File: src/rtl/passage_pkg.sv
// passage_pkg: shared types and helpers for the passageway arbiter.
//   state_t   - arbiter FSM states
//   zone_t    - zone index of the crossing agent (ZONE0..ZONE2)
//   width_for - bits needed to hold values 0..max_value (at least 1)
package passage_pkg;

  typedef enum logic [2:0] {
    IDLE,
    OPEN,
    WAIT_DS,
    CROSS,
    CLOSE,
    FAULT
  } state_t;

  typedef logic [1:0] zone_t;

  localparam zone_t ZONE0 = 2'd0;
  localparam zone_t ZONE1 = 2'd1;
  localparam zone_t ZONE2 = 2'd2;

  function automatic int width_for(input int max_value);
    return (max_value < 2) ? 1 : $clog2(max_value + 1);
  endfunction

endpackage

File: src/rtl/passage_arbiter_if.sv
// passage_arbiter_if: agent-side bundle of the passageway arbiter.
//   req      agents -> arbiter  per-agent level request, held until done
//   iup      agents -> arbiter  granted agent moves up (0 = down)
//   iright   agents -> arbiter  granted agent moves right (0 = left)
//   grant    arbiter -> agents  one-hot grant
//   door_open, doorstep, zone   door / agent position for the monitor
//   done     one-cycle pulse on a completed crossing
//   busy     arbiter not idle
//   error, fault                sticky protocol error / timeout fault
// master = agents/harness side, slave = arbiter side.
interface passage_arbiter_if
  import passage_pkg::*;
#(
  parameter int N_REQ = 2
);

  logic [N_REQ-1:0] req;
  logic             iup;
  logic             iright;
  logic [N_REQ-1:0] grant;
  logic             door_open;
  logic             doorstep;
  zone_t            zone;
  logic             done;
  logic             busy;
  logic             error;
  logic             fault;

  modport master (
    output req, iup, iright,
    input  grant, door_open, doorstep, zone, done, busy, error, fault
  );

  modport slave (
    input  req, iup, iright,
    output grant, door_open, doorstep, zone, done, busy, error, fault
  );

endinterface

File: src/rtl/rr_picker.sv
// rr_picker: combinational round-robin picker.
//   req    - request vector
//   rr_ptr - index with the highest priority this round (< N_REQ)
//   grant  - one-hot: first set req bit at or after rr_ptr, wrapping
module rr_picker
  import passage_pkg::*;
#(
  parameter int N_REQ = 2,
  parameter int PW    = width_for(N_REQ - 1)
) (
  input  logic [N_REQ-1:0] req,
  input  logic [PW-1:0]    rr_ptr,
  output logic [N_REQ-1:0] grant
);

  logic [N_REQ-1:0] hi_mask;
  logic [N_REQ-1:0] req_hi;

  // Requests at or above the pointer are served first; otherwise wrap
  // around and take the lowest request overall. x & -x isolates the
  // lowest set bit.
  // NOTE: every output of an always_comb is assigned on every path so no
  // latch is inferred.
  always_comb begin
    hi_mask = {N_REQ{1'b1}} << rr_ptr;
    req_hi  = req & hi_mask;
    if (req_hi != '0) grant = req_hi & (~req_hi + 1'b1);
    else              grant = req & (~req + 1'b1);
  end

endmodule

File: src/rtl/passage_arbiter.sv
// passage_arbiter: shares the passageway door between N_REQ agents and
// sequences one crossing at a time: grant, open, doorstep, zone 0->1->2,
// close. All outputs are registered.
//   clk  - rising-edge clock
//   rst  - synchronous active-high reset
//   bus  - passage_arbiter_if.slave (req/iup/iright in; grant, door_open,
//          doorstep, zone, done, busy, error, fault out)
// Optional build macro PASSAGE_URGENT_EN: req[0] beats the round-robin
// pointer in IDLE, and the pointer only moves after non-zero grants.
// The interface instance must be built with the same N_REQ.
module passage_arbiter
  import passage_pkg::*;
#(
  parameter int N_REQ       = 2,
  parameter int OPEN_CYCLES = 3,
  parameter int TIMEOUT     = 16
) (
  input  logic              clk,
  input  logic              rst,
  passage_arbiter_if.slave  bus
);

  localparam int IW = width_for(N_REQ - 1);
  // One counter serves as settle counter in OPEN and progress counter in
  // WAIT_DS/CROSS; OPEN_CYCLES is expected to be <= TIMEOUT.
  localparam int CW = width_for(TIMEOUT);

  state_t           state_q, state_d;
  logic [IW-1:0]    rr_ptr_q, rr_ptr_d, gidx, ptr_next;
  logic [CW-1:0]    cnt_q, cnt_d, cnt_inc;
  logic [N_REQ-1:0] pick, idle_grant, grant_q, grant_d;
  logic             door_q, door_d, ds_q, ds_d;
  zone_t            zone_q, zone_d;
  logic             done_q, done_d, busy_q;
  logic             error_q, error_d, fault_q, fault_d;
  logic             req_held, adv, tmo_hit;
  logic             fin_ev, abort_ev, err_ev, tmo_ev;

  rr_picker #(.N_REQ(N_REQ), .PW(IW)) u_picker (
    .req    (bus.req),
    .rr_ptr (rr_ptr_q),
    .grant  (pick)
  );

`ifdef PASSAGE_URGENT_EN
  assign idle_grant = bus.req[0] ? N_REQ'(1) : pick;
`else
  assign idle_grant = pick;
`endif

  // Index of the current one-hot grant, for the pointer update.
  always_comb begin
    gidx = '0;
    for (int i = 0; i < N_REQ; i++)
      if (((grant_q >> i) & N_REQ'(1)) != '0) gidx = IW'(i);
  end

  assign ptr_next = (gidx == IW'(N_REQ - 1)) ? '0 : gidx + 1'b1;
  assign req_held = |(bus.req & grant_q);
  assign adv      = bus.iright & bus.iup;
  assign cnt_inc  = (cnt_q == CW'(TIMEOUT)) ? cnt_q : cnt_q + 1'b1;
  assign tmo_hit  = (cnt_inc == CW'(TIMEOUT));

  // Next-state logic plus the events that drive the sticky flags.
  // Completion outranks abort; abort outranks error/timeout since an agent
  // that has dropped its request no longer drives meaningful moves.
  always_comb begin
    state_d  = state_q;
    fin_ev   = 1'b0;
    abort_ev = 1'b0;
    err_ev   = 1'b0;
    tmo_ev   = 1'b0;
    case (state_q)
      IDLE: if (|bus.req) state_d = OPEN;
      OPEN: begin
        abort_ev = !req_held;
        err_ev   = req_held & bus.iup;
        if (!abort_ev && !err_ev && cnt_q == CW'(OPEN_CYCLES - 1))
          state_d = WAIT_DS;
      end
      WAIT_DS: begin
        abort_ev = !req_held;
        tmo_ev   = req_held & !bus.iright & tmo_hit;
        if (req_held && bus.iright) state_d = CROSS;
      end
      CROSS: begin
        fin_ev   = adv && (zone_q == ZONE1);
        abort_ev = !fin_ev && !req_held;
        err_ev   = !fin_ev && req_held && !bus.iright;
        tmo_ev   = !fin_ev && req_held && bus.iright && !bus.iup && tmo_hit;
      end
      CLOSE:   state_d = IDLE;
      FAULT:   state_d = FAULT;
      default: state_d = IDLE;
    endcase
    if (fin_ev || abort_ev)   state_d = CLOSE;
    else if (err_ev || tmo_ev) state_d = FAULT;
  end

  // Next values of the registered outputs, counter and pointer.
  always_comb begin
    grant_d  = grant_q;
    door_d   = door_q;
    ds_d     = ds_q;
    zone_d   = zone_q;
    done_d   = 1'b0;
    cnt_d    = '0;
    rr_ptr_d = rr_ptr_q;
    error_d  = error_q | err_ev;
    fault_d  = fault_q | tmo_ev;
    case (state_q)
      IDLE: if (state_d == OPEN) begin
        grant_d = idle_grant;
        door_d  = 1'b1;
      end
      OPEN:    if (state_d == OPEN) cnt_d = cnt_inc;
      WAIT_DS: begin
        if (state_d == WAIT_DS) cnt_d = cnt_inc;
        if (state_d == CROSS) begin
          ds_d   = 1'b1;
          zone_d = ZONE0;
        end
      end
      CROSS: begin
        if (adv && (fin_ev || state_d == CROSS))
          zone_d = (zone_q == ZONE0) ? ZONE1 : ZONE2;
        if (state_d == CROSS && !adv) cnt_d = cnt_inc;
      end
      CLOSE: begin
        grant_d = '0;
        door_d  = 1'b0;
        ds_d    = 1'b0;
        zone_d  = ZONE0;
        done_d  = (zone_q == ZONE2);
`ifdef PASSAGE_URGENT_EN
        if (gidx != '0) rr_ptr_d = ptr_next;
`else
        rr_ptr_d = ptr_next;
`endif
      end
      default: ;
    endcase
    // Faults release the door in the same edge that raises the flag.
    if (state_d == FAULT) begin
      grant_d = '0;
      door_d  = 1'b0;
      ds_d    = 1'b0;
      zone_d  = ZONE0;
    end
  end

  // NOTE: sequential state uses non-blocking assignments so every flop
  // samples the pre-edge values regardless of statement order.
  always_ff @(posedge clk) begin
    if (rst) begin
      state_q  <= IDLE;
      rr_ptr_q <= '0;
      cnt_q    <= '0;
      grant_q  <= '0;
      door_q   <= 1'b0;
      ds_q     <= 1'b0;
      zone_q   <= ZONE0;
      done_q   <= 1'b0;
      busy_q   <= 1'b0;
      error_q  <= 1'b0;
      fault_q  <= 1'b0;
    end else begin
      state_q  <= state_d;
      rr_ptr_q <= rr_ptr_d;
      cnt_q    <= cnt_d;
      grant_q  <= grant_d;
      door_q   <= door_d;
      ds_q     <= ds_d;
      zone_q   <= zone_d;
      done_q   <= done_d;
      busy_q   <= (state_d != IDLE);
      error_q  <= error_d;
      fault_q  <= fault_d;
    end
  end

  assign bus.grant     = grant_q;
  assign bus.door_open = door_q;
  assign bus.doorstep  = ds_q;
  assign bus.zone      = zone_q;
  assign bus.done      = done_q;
  assign bus.busy      = busy_q;
  assign bus.error     = error_q;
  assign bus.fault     = fault_q;

endmodule

File: src/flat_wrapper.sv
// flat-port wrapper written by rule: the top's interface ports become plain ports
module passage_arbiter_flat import passage_pkg::*;
#(
  parameter int N_REQ       = 2,
  parameter int OPEN_CYCLES = 3,
  parameter int TIMEOUT     = 16
)
  (clk, rst, bus_req, bus_iup, bus_iright, bus_grant, bus_door_open, bus_doorstep, bus_zone, bus_done, bus_busy, bus_error, bus_fault);
  passage_arbiter_if #(.N_REQ(N_REQ)) bus_i ();
  input  logic clk;
  input  logic rst;
  input wire logic [$bits(bus_i.req)-1:0] bus_req;
  input wire logic [$bits(bus_i.iup)-1:0] bus_iup;
  input wire logic [$bits(bus_i.iright)-1:0] bus_iright;
  output wire logic [$bits(bus_i.grant)-1:0] bus_grant;
  output wire logic [$bits(bus_i.door_open)-1:0] bus_door_open;
  output wire logic [$bits(bus_i.doorstep)-1:0] bus_doorstep;
  output wire logic [$bits(bus_i.zone)-1:0] bus_zone;
  output wire logic [$bits(bus_i.done)-1:0] bus_done;
  output wire logic [$bits(bus_i.busy)-1:0] bus_busy;
  output wire logic [$bits(bus_i.error)-1:0] bus_error;
  output wire logic [$bits(bus_i.fault)-1:0] bus_fault;
  assign bus_i.req = bus_req;
  assign bus_i.iup = bus_iup;
  assign bus_i.iright = bus_iright;
  assign bus_grant = bus_i.grant;
  assign bus_door_open = bus_i.door_open;
  assign bus_doorstep = bus_i.doorstep;
  assign bus_zone = bus_i.zone;
  assign bus_done = bus_i.done;
  assign bus_busy = bus_i.busy;
  assign bus_error = bus_i.error;
  assign bus_fault = bus_i.fault;
  passage_arbiter #(.N_REQ(N_REQ), .OPEN_CYCLES(OPEN_CYCLES), .TIMEOUT(TIMEOUT)) u_core (.clk(clk), .rst(rst), .bus(bus_i));
endmodule
File: config.mk
export PLATFORM = sky130hd
export DESIGN_NAME = passage_arbiter_flat
export DESIGN_NICKNAME = d
export VERILOG_FILES = /design/src/rtl/passage_pkg.sv /design/src/rtl/passage_arbiter_if.sv /design/src/rtl/rr_picker.sv /design/src/rtl/passage_arbiter.sv /design/src/flat_wrapper.sv
export SDC_FILE = /design/constraint.sdc
export NUM_CORES = 1
export LEC_CHECK = 0
export CAP_MARGIN = 10
export CORE_UTILIZATION = 48
export DETAILED_ROUTE_END_ITERATION = 8
export GPL_TIMING_DRIVEN = 0
export PLACE_DENSITY = 0.79
export SETUP_SLACK_MARGIN = 0.02
export SLEW_MARGIN = 20
export SYNTH_ARGS = -nofsm -noshare
export SYNTH_HDL_FRONTEND = slang
export SYNTH_HIERARCHICAL = 1
export SYNTH_SLANG_ARGS = --single-unit
File: constraint.sdc
create_clock -name clk -period 2.32 [get_ports clk]
set_input_delay 0.696 -clock clk [delete_from_list [all_inputs] [get_ports clk]]
set_output_delay 0.696 -clock clk [all_outputs]
set_load 0.01 [all_outputs]
# Yosys cells after proc, flatten, opt, wreduce, memory -nomap -nowiden
# Index checks and enable logic that the tools add are counted.
# totals
register_bits	19
latch_bits	0
mem_bits_rw	0
mem_bits_ro	0
in_bits	6
output_inout_bits	10
elab_cells	110
mem_count	0
# op_classes
n_addsub	4
n_mul	0
div_mod_pow	0
n_lt_le_gt_ge	0
n_eq_ne	17
shift	1
mux	28
bitwise_logic	13
reduce_logical	36
# op_table
op	count
two-way mux 5 bit	4
two-way mux 3 bit	5
one-hot mux 3 bit (5 select lines)	1
one-hot mux 5 bit (3 select lines)	1
== test 3 x 2 -> 1 bit (second input constant)	4
logical AND 1 bit	12
== test 5 bit (second input constant)	2
two-way mux 2 bit	5
one-hot mux 1 bit (2 select lines)	5
OR reduction 2 bit	5
== test 3 bit (second input constant)	3
bitwise AND 2 bit	4
== test 3 x 1 -> 1 bit (second input constant)	2
logical NOT 1 bit	6
!= test 2 x 1 -> 1 bit (second input constant)	3
one-hot mux 2 bit (3 select lines)	1
nonzero test 2 bit	3
nonzero test 3 bit	2
adder 5 x 1 -> 5 bit (second input constant)	1
== test 5 x 2 -> 1 bit (second input constant)	1
two-way mux 1 bit	5
adder 2 x 1 -> 2 bit (second input constant)	2
bitwise AND 1 bit	4
NOT 2 bit	2
other kinds (12)	16

# Logic depth before layout (Yosys ltp)
# Gate-level depths: netlist (run 1).
# logic_depth
ltp_word	16
ltp_mapped	8
mapped_depth_nobuf	8

# Modules after synthesis
# The synthesis (run 1) kept the hierarchy.
# modules_own_cells
module	n_inst	cells_per_inst	area_each_um2
passage_arbiter	1	148	1164.9
rr_picker	1	3	18.8

# Least setup slack after synthesis (run 1)
# No wires, ideal clock.
# synth_timing
path_type	input to register
from	input port bus_iup
to	register u_core.cnt_q[0]
setup_time_ps	66
t_arrival_ps	2150
required_ps	2254
setup_slack_ps	103
stages	6
n_path_buf	0
path_cell_list	or4b_4 -> nor3_2 -> o21ai_1 -> a211o_1 -> a221o_1 -> a21oi_2
# synth_via
elab_chain_len	15
word_cells_on_any_way	33
cone_classes	eq/ne: 3; mux: 12; bitwise: 2; reduce/logical: 16
# synth_lines
element	line	source
from (decl)	flat_wrapper.sv:13	input wire logic [$bits(bus_i.iup)-1:0] bus_iup;
bitwise AND 1 bit	passage_arbiter.sv:60	assign adv = bus.iright & bus.iup;
logical AND 1 bit	passage_arbiter.sv:87	fin_ev = adv && (zone_q == ZONE1);
logical NOT 1 bit	passage_arbiter.sv:88, passage_arbiter.sv:89, passage_arbiter.sv:90	
logical AND 1 bit	passage_arbiter.sv:89, passage_arbiter.sv:90	
logical AND 1 bit (3 in series)	passage_arbiter.sv:90	tmo_ev = !fin_ev && req_held && bus.iright && !bus.iup && tmo_hit;
one-hot mux 1 bit (2 select lines)	passage_arbiter.sv:73	case (state_q)
logical OR 1 bit	passage_arbiter.sv:97	else if (err_ev || tmo_ev) state_d = FAULT;
two-way mux 3 bit	passage_arbiter.sv:97	
two-way mux 3 bit	passage_arbiter.sv:96	if (fin_ev || abort_ev) state_d = CLOSE;
== test 3 x 2 -> 1 bit	passage_arbiter.sv:127	if (state_d == CROSS && !adv) cnt_d = cnt_inc;
logical AND 1 bit	passage_arbiter.sv:127	
two-way mux 5 bit	passage_arbiter.sv:127	
one-hot mux 5 bit (3 select lines) (*)	passage_arbiter.sv:111	case (state_q)
to (signal assigned)	passage_arbiter.sv:170	cnt_q <= cnt_d;
to (decl)	passage_arbiter.sv:30	logic [CW-1:0] cnt_q, cnt_d, cnt_inc;
# Every way passes the cells marked *; elsewhere a longest branch is shown, timed or not.
# A chain may end at the register's enable or synchronous reset.

# Final worst setup path (run 1)
# layout_timing
from	input port bus_iup
to	register u_core.cnt_q[3]
# Same word-level chain as after synthesis.

==> flow_metrics.py, run 1 <==
metrics = {
    "synth": {
        "synth_ff_type": "dfxtp_1",
        "postSynth.asyncResetShare_pct": 0,
        "synthesis.instances": 151,
        "syn_area_um2": 1180,
        "postSynthNetCount": 160,
        "yosysUniqueCellTypes": 49,
        "number_of_warning_messages_in_the_yosys_log": 6,
        "synth_edf_count": 0,
        "fraction_of_post_synthesis_cell_area_in_the_top_cell_type_by_area_pct": 32.1,
        "synth_area_per_cell_um2": 7.84,
        "synth_seq_cells": 19,
        "cell_type_with_the_largest_total_area_after_synthesis": "dfxtp_1",
        "synth_seq_area_share_pct": 32.1,
        "yosys-top-cells-area": "dfxtp_1 (32%), a21oi_1 (6.3%), nor2_1 (5.4%), nand2_1 (3.5%), nand3_1 (3.4%)",
    },
    "timing": {
        "max_freq_mhz": 444,
        "final_max_slew_viol_count": 0,
        "rsz0062_at_grt": "false",
        "worst-slew-pin-transition_ns": 0.520,
        "fin_crit_ns": 2.25,
        "totalNegativeSetupSlack_ns": 0,
        "fin_ws_ns": 0.0700,
        "final.setup_skew_ns": 0.00459,
        "final.period_utilization_pct": 97.0,
        "timing.final.setup_violations": 0,
        "hold_viol_final": 0,
        "slew-limit-headroom_pct": 65.0,
    },
    "hold_path": {
        "timing.hold.worst.class": "register to register",
    },
    "setup_path": {
        "timing.critical_path.fanout_max": 7,
        "cp_cell_sequence": "clkdlybuf4s15_2 > or4b_4 > nor3_2 > o21ai_2 > a211o_1 > a221o_1 > nor2_1",
        "crit_arrival_ns": 2.49,
        "cp_slowest_stage_delay_ns": 0.57,
        "critPathRequiredTime_ns": 2.56,
        "critical_path.startpoint_type": "input port",
        "crit_path_top_delay_cell": "or4b_4",
        "critical-path-top-delay-family": "simple AND/OR/NAND/NOR gates",
        "crit_type": "input port to register",
        "critical_path.endpoint_type": "register",
        "critical_path.n_buffers_inverters": 1,
    },
    "global_routing": {
        "grt_pass1_wl_mm": 4.58,
        "vias_in_the_first_global_route": 1033,
        "number_of_antenna_violations_at_the_first_check_in_global_routing": 0,
        "grt.total_usage_pct": 23.2,
        "grt_max_degree": 11,
        "overflow": 0,
    },
    "power": {
        "power.static_leakage_nw": 0.477,
        "total_power_divided_by_cell_area_nw_per_um2": 596,
        "maximum_vdd_ir_drop_mv": 0.462,
    },
    "clocking": {
        "htree_levels": 1,
        "clock_buffer_depth": 2,
        "cts-buffers-inserted": 3,
        "tritoncts": "done",
        "clk_pin_slew_worst_paths_ns": 0.10,
        "worst_skew_pair.late_latency_ns": 0.30,
        "clock_sink_count": 19,
        "clockRootBuffer": "clkbuf_4",
    },
    "outcome": {
        "outcome": "finished, final reports clean",
    },
    "placement": {
        "port_buffers": 13,
        "dpl.hpwl_mm": 2.04,
        "placedInstanceArea_um2": 1350,
        "post-place-ws_ns": -0.605,
        "finalWeightedCongestion": 0.976,
    },
    "floorplanning": {
        "die_h_um": 51.7,
        "floorplan.die_area_um2": 2670,
        "std_cell_rows": 17,
        "num_io_pins": 16,
        "die-width_um": 51.7,
        "core_um2": 2280,
        "floorplan.initialDensity_pct": 52.0,
    },
    "cells_and_area": {
        "fin_nets": 179,
        "fin_util_pct": 61.2,
        "share_of_final_layout_standard_cells_stronger_than_drive_strength_1_pct": 10.7,
        "area_growth_synth_to_finish_pct": 17.7,
        "insertedDiodeCount": 0,
        "finalInstanceArea_um2": 1390,
        "most_used_cells_in_the_layout_excluding_fill_and_tap_cells": "dfxtp_1 (19), nor2_1 (16), a21oi_1 (15)",
        "most_common_library_cell_in_the_layout_ignoring_fill_and_taps": "dfxtp_1",
    },
    "routing": {
        "initialDrtViolationCount": 61,
        "drc_errors": 0,
        "num_vias": 1211,
        "avgViaCountPerCell": 6.15,
        "drtPass1Iterations": 4,
        "route.final.wire_length_mm": 2.84,
        "postRouteAntennaNets": 0,
        "routed_wire_length_per_instance_um": 14.4,
    },
    "flow_run": {
        "maxCapViolCount": 0,
    },
}
==> power by group <==
group | switching (mW) | internal [mW]
registers | 0.0280 | 0.355
logic | 0.159 | 0.118
clock network | 0.104 | 0.0670
total | 0.291 | 0.539
==> state kept, by name, summed over array words and instances, names as in the netlist <==
name	flops
u_core/bus.grant	2
u_core/bus.fault	1
u_core/bus.zone	2
u_core/bus.door_open	1
u_core/rr_ptr_q	1
u_core/bus.doorstep	1
u_core/state_q	3
u_core/bus.done	1
u_core/cnt_q	5
u_core/bus.error	1
u_core/bus.busy	1
==> per-layer routing <==
layer | GRT usage [%] | up-vias | part of all wire (%)
met1 | 31.4 | 566 | 45
met3 | 2.92 | 8 | 6.6
met4 | 10.8 | 0 | 1.9
met5 | 0 | - | 0
li1 | - | 581 | -
met2 | 36.6 | 56 | 46
==> cell type report <==
class | count | area [um2]
Buffer | 9 | 46.3
Tap cell | 28 | 35.0
Inverter | 7 | 26.3
Fill cell | 197 | 883
Sequential cell | 19 | 380
Multi-Input combinational cell | 116 | 742
Timing Repair Buffer | 14 | 136
Clock buffer | 4 | 26.3
==> Yosys cell counts, types with 2 or more instances <==
cell type,count
nand2b_1,4
nand4_1,2
dfxtp_1,19
nand3b_1,2
o21ai_0,5
clkbuf_1,6
nand2_1,11
nor2b_1,3
xnor2_1,2
nor2_1,17
nand3_1,8
a22o_1,3
mux2i_1,2
o211ai_1,3
inv_1,7
xor2_1,2
o21a_1,3
nor3_1,4
a211o_1,2
ha_1,3
a21oi_1,15
==> tightest hold or removal path, stage by stage (launching register included) <==
cell	delay, ns
dfxtp_1	0.35
a21oi_1	0.04
nor2_1	0.07
==> final timing paths <==
| check | to | from | slack, ns | cells past startpoint |
|---|---|---|---|---|
| worst min-delay path | u_core/bus.fault$_SDFF_PP0_ | u_core/bus.fault$_SDFF_PP0_ | 0.49 | 2 |
| worst min register to register | u_core/bus.fault$_SDFF_PP0_ | u_core/bus.fault$_SDFF_PP0_ | 0.49 | 2 |
| worst max-delay path | u_core/cnt_q[3]$_SDFF_PP0_ | bus_iup | 0.07 | 7 |
| worst max register to register | u_core/cnt_q[3]$_SDFF_PP0_ | u_core/cnt_q[0]$_SDFF_PP0_ | 0.16 | 8 |
==> through the flow <==
stage                     hold WS [ns]  instances  power [mW]
after detailed placement         0.469        192       0.648
after CTS                        0.499        197       0.822
final                            0.488        197       0.830
after global placement           0.454        192       0.643
after floorplan                  0.472        151       0.565
after global routing             0.529        197       0.874
==> kinds of logic after synthesis <==
kind of cell / Yosys count / synth area share [%]
compound gates: 47 / 27.3
fa+ha+maj: 3 / 3.17
buf+inv: 16 / 6.13
mux: 3 / 2.64
xor+xnor: 4 / 2.96
simple gates: 59 / 25.7
flops: 19 / 32.1
==> what timing repair did <==
| action | CTS | global route |
|---|---|---|
| setup buffers | 1 | 0 |
| endpoints found under the setup margin | 9 | 12 |
| cloned | 0 | 0 |
| pin swaps | 4 | 1 |
| resized for setup | 8 | 2 |
| hold buffers | 0 | 0 |
Power figures use the tool's default switching activity.
==> run 2: changes to the inputs <==
- PLACE_DENSITY: 0.79 -> 0.76
==> run 2 against run 1 <==
Hold slack worse by 0.0022 ns. Clock power down 2%. Sequential cell count unchanged. First-iteration DRC count down 44%. Sequential share of layout area down 0.13 points. Clock skew up 0.0044 ns. Global-route usage up 1.3 points. Highest routed layer unchanged. Non-clock buffer count up 1.
==> flow_metrics.py, run 2 (synthesis gave the netlist of run 1 again) <==
metrics = {
    "routing": {
        "num_vias": 1163,
        "initialDrtViolationCount": 34,
        "route.final.wire_length_mm": 2.81,
        "postRouteAntennaNets": 0,
        "routed_wire_length_per_instance_um": 14.2,
        "drc_errors": 0,
        "avgViaCountPerCell": 5.87,
        "drtPass1Iterations": 4,
    },
    "timing": {
        "worst-slew-pin-transition_ns": 0.493,
        "final.setup_skew_ns": 0.00903,
        "final_max_slew_viol_count": 0,
        "timing.final.setup_violations": 0,
        "fin_crit_ns": 2.20,
        "totalNegativeSetupSlack_ns": 0,
        "rsz0062_at_grt": "false",
        "final.hold.worst_slack_ns": 0.486,
        "slew-limit-headroom_pct": 66.8,
        "final.period_utilization_pct": 95.0,
        "hold_viol_final": 0,
        "max_freq_mhz": 454,
    },
    "floorplanning": {
        "core_um2": 2280,
        "num_io_pins": 16,
        "die-width_um": 51.7,
        "floorplan.initialDensity_pct": 52.0,
        "floorplan.die_area_um2": 2670,
        "std_cell_rows": 17,
        "die_h_um": 51.7,
    },
    "setup_path": {
        "cp_cell_sequence": "buf_2 > or4b_4 > nor3_4 > o21ai_2 > a211o_1 > a221o_1 > a21oi_2",
        "timing.critical_path.fanout_max": 7,
        "crit_path_top_delay_cell": "or4b_4",
        "critPathRequiredTime_ns": 2.56,
        "cp_slowest_stage_delay_ns": 0.55,
        "critical_path.endpoint_type": "register",
        "critical_path.startpoint_type": "input port",
        "crit_type": "input port to register",
        "crit_arrival_ns": 2.44,
    },
    "cells_and_area": {
        "largest-register": "u_core/cnt_q",
        "area_growth_synth_to_finish_pct": 19.8,
        "most_used_cells_in_the_layout_excluding_fill_and_tap_cells": "dfxtp_1 (17), nor2_1 (16), a21oi_1 (15)",
        "share_of_final_layout_standard_cells_stronger_than_drive_strength_1_pct": 13.5,
        "fin_util_pct": 62.3,
        "fin_nets": 180,
        "finalNonFillerCells": 198,
        "multi_input_comb_area_um2": 757,
        "regArea_um2": 385,
        "insertedDiodeCount": 0,
        "largest_register_ff_count": 5,
        "most_common_library_cell_in_the_layout_ignoring_fill_and_taps": "dfxtp_1",
        "fillerInstances": 197,
        "biggest_registers_after_layout": "u_core/cnt_q (5), u_core/state_q (3)",
        "finalInstanceArea_um2": 1420,
    },
    "clocking": {
        "clock_sink_count": 19,
        "tritoncts": "done",
        "clock_buffer_depth": 2,
        "cts-buffers-inserted": 3,
        "clockRootBuffer": "clkbuf_4",
        "worst_skew_pair.late_latency_ns": 0.30,
        "clk_pin_slew_worst_paths_ns": 0.11,
        "htree_levels": 1,
        "holdBufCountCts": 0,
    },
    "global_routing": {
        "grt_max_degree": 12,
        "grt.total_usage_pct": 24.5,
        "vias_in_the_first_global_route": 1120,
        "overflow": 0,
        "grt_pass1_wl_mm": 4.93,
        "number_of_antenna_violations_at_the_first_check_in_global_routing": 0,
    },
    "placement": {
        "dp_cells": 192,
        "port_buffers": 13,
        "finalWeightedCongestion": 0.993,
        "placedInstanceArea_um2": 1350,
        "dpl.hpwl_mm": 2.07,
    },
    "power": {
        "total_power_divided_by_cell_area_nw_per_um2": 585,
        "internal_power_mw": 0.538,
        "share_comb_of_total_power_pct": 33.8,
        "maximum_vdd_ir_drop_mv": 0.389,
        "power_frac_seq_pct": 46.0,
        "p_clk_share_pct": 20.2,
        "power.static_leakage_nw": 0.491,
        "net-switching-power_mw": 0.291,
        "switching_share_of_power_pct": 35.1,
    },
    "outcome": {
        "outcome": "finished, final reports clean",
    },
    "hold_path": {
        "timing.hold.worst.class": "register to register",
    },
    "flow_run": {
        "maxCapViolCount": 0,
    },
}
==> run 2: worst paths after layout <==
| kind | from | to | slack [ns] | depth (start not counted) |
|---|---|---|---|---|
| worst max-delay path | bus_iup | u_core/cnt_q[0]$_SDFF_PP0_ | 0.12 | 7 |
| worst min register to register | u_core/bus.fault$_SDFF_PP0_ | u_core/bus.fault$_SDFF_PP0_ | 0.49 | 2 |
| worst min-delay path | u_core/bus.fault$_SDFF_PP0_ | u_core/bus.fault$_SDFF_PP0_ | 0.49 | 2 |
| worst max register to register | u_core/cnt_q[0]$_SDFF_PP0_ | u_core/cnt_q[0]$_SDFF_PP0_ | 0.12 | 8 |
==> run 2: area by class of cell <==
cell class                 count  area share (%)
tap                           28            2.47
inverter                       7            2.03
multi-input combinational    116            53.4
timing repair buffer          15            9.71
sequential                    19            27.2
buffer                         9            3.27
clock buffer                   3            1.59
clock inverter                 1           0.353
==> run 2: through the flow <==
stage | setup slack [ns] | power, mW
6_report | 0.115 | 0.829
5_1_grt | 0.0357 | 0.887
4_1_cts | 0.0277 | 0.831
3_5_place_dp | -0.659 | 0.650
3_3_place_gp | -0.631 | 0.646
2_1_floorplan | 0.103 | 0.565
==> run 2: worst max-delay path, delay by kind of cell <==
kind	cells	cell delay, ns
buffers and inverters	1	0.14
AND/OR/NAND/NOR	2	0.73
AO/OA/AOI/OAI	4	0.86
==> run 2: power by group through the flow <==
stage / Clock [mW] / Combinational, mW / Sequential (mW)
2_1_floorplan: 0 / 0.177 / 0.388
3_3_place_gp: 0 / 0.259 / 0.387
3_5_place_dp: 0 / 0.261 / 0.389
4_1_cts: 0.176 / 0.272 / 0.383
5_1_grt: 0.190 / 0.311 / 0.386
6_report: 0.167 / 0.280 / 0.382
==> run 2: layer usage <==
| layer | track usage (%) | vias up | part of all wire, % | routed length, um |
|---|---|---|---|---|
| met1 | 31.1 | 549 | 47 | 1320 |
| li1 | - | 585 | - | - |
| met3 | 4.09 | 2 | 3.9 | 110 |
| met5 | 0 | - | 0 | 0 |
| met2 | 41.3 | 27 | 48 | 1360 |
| met4 | 9.01 | 0 | 0.60 | 17 |
==> run 2: what timing repair did <==
item / CTS / global route
pin swaps: 4 / 4
gates resized for setup: 9 / 8
endpoints found under the setup margin: 7 / 12
buffers inserted: 1 / 1
==> run 3: changes to the inputs <==
- CAP_MARGIN: 10 -> 25
==> results of run 3 <==
The final DEF is identical to that of run 2; final timing and power are the same.
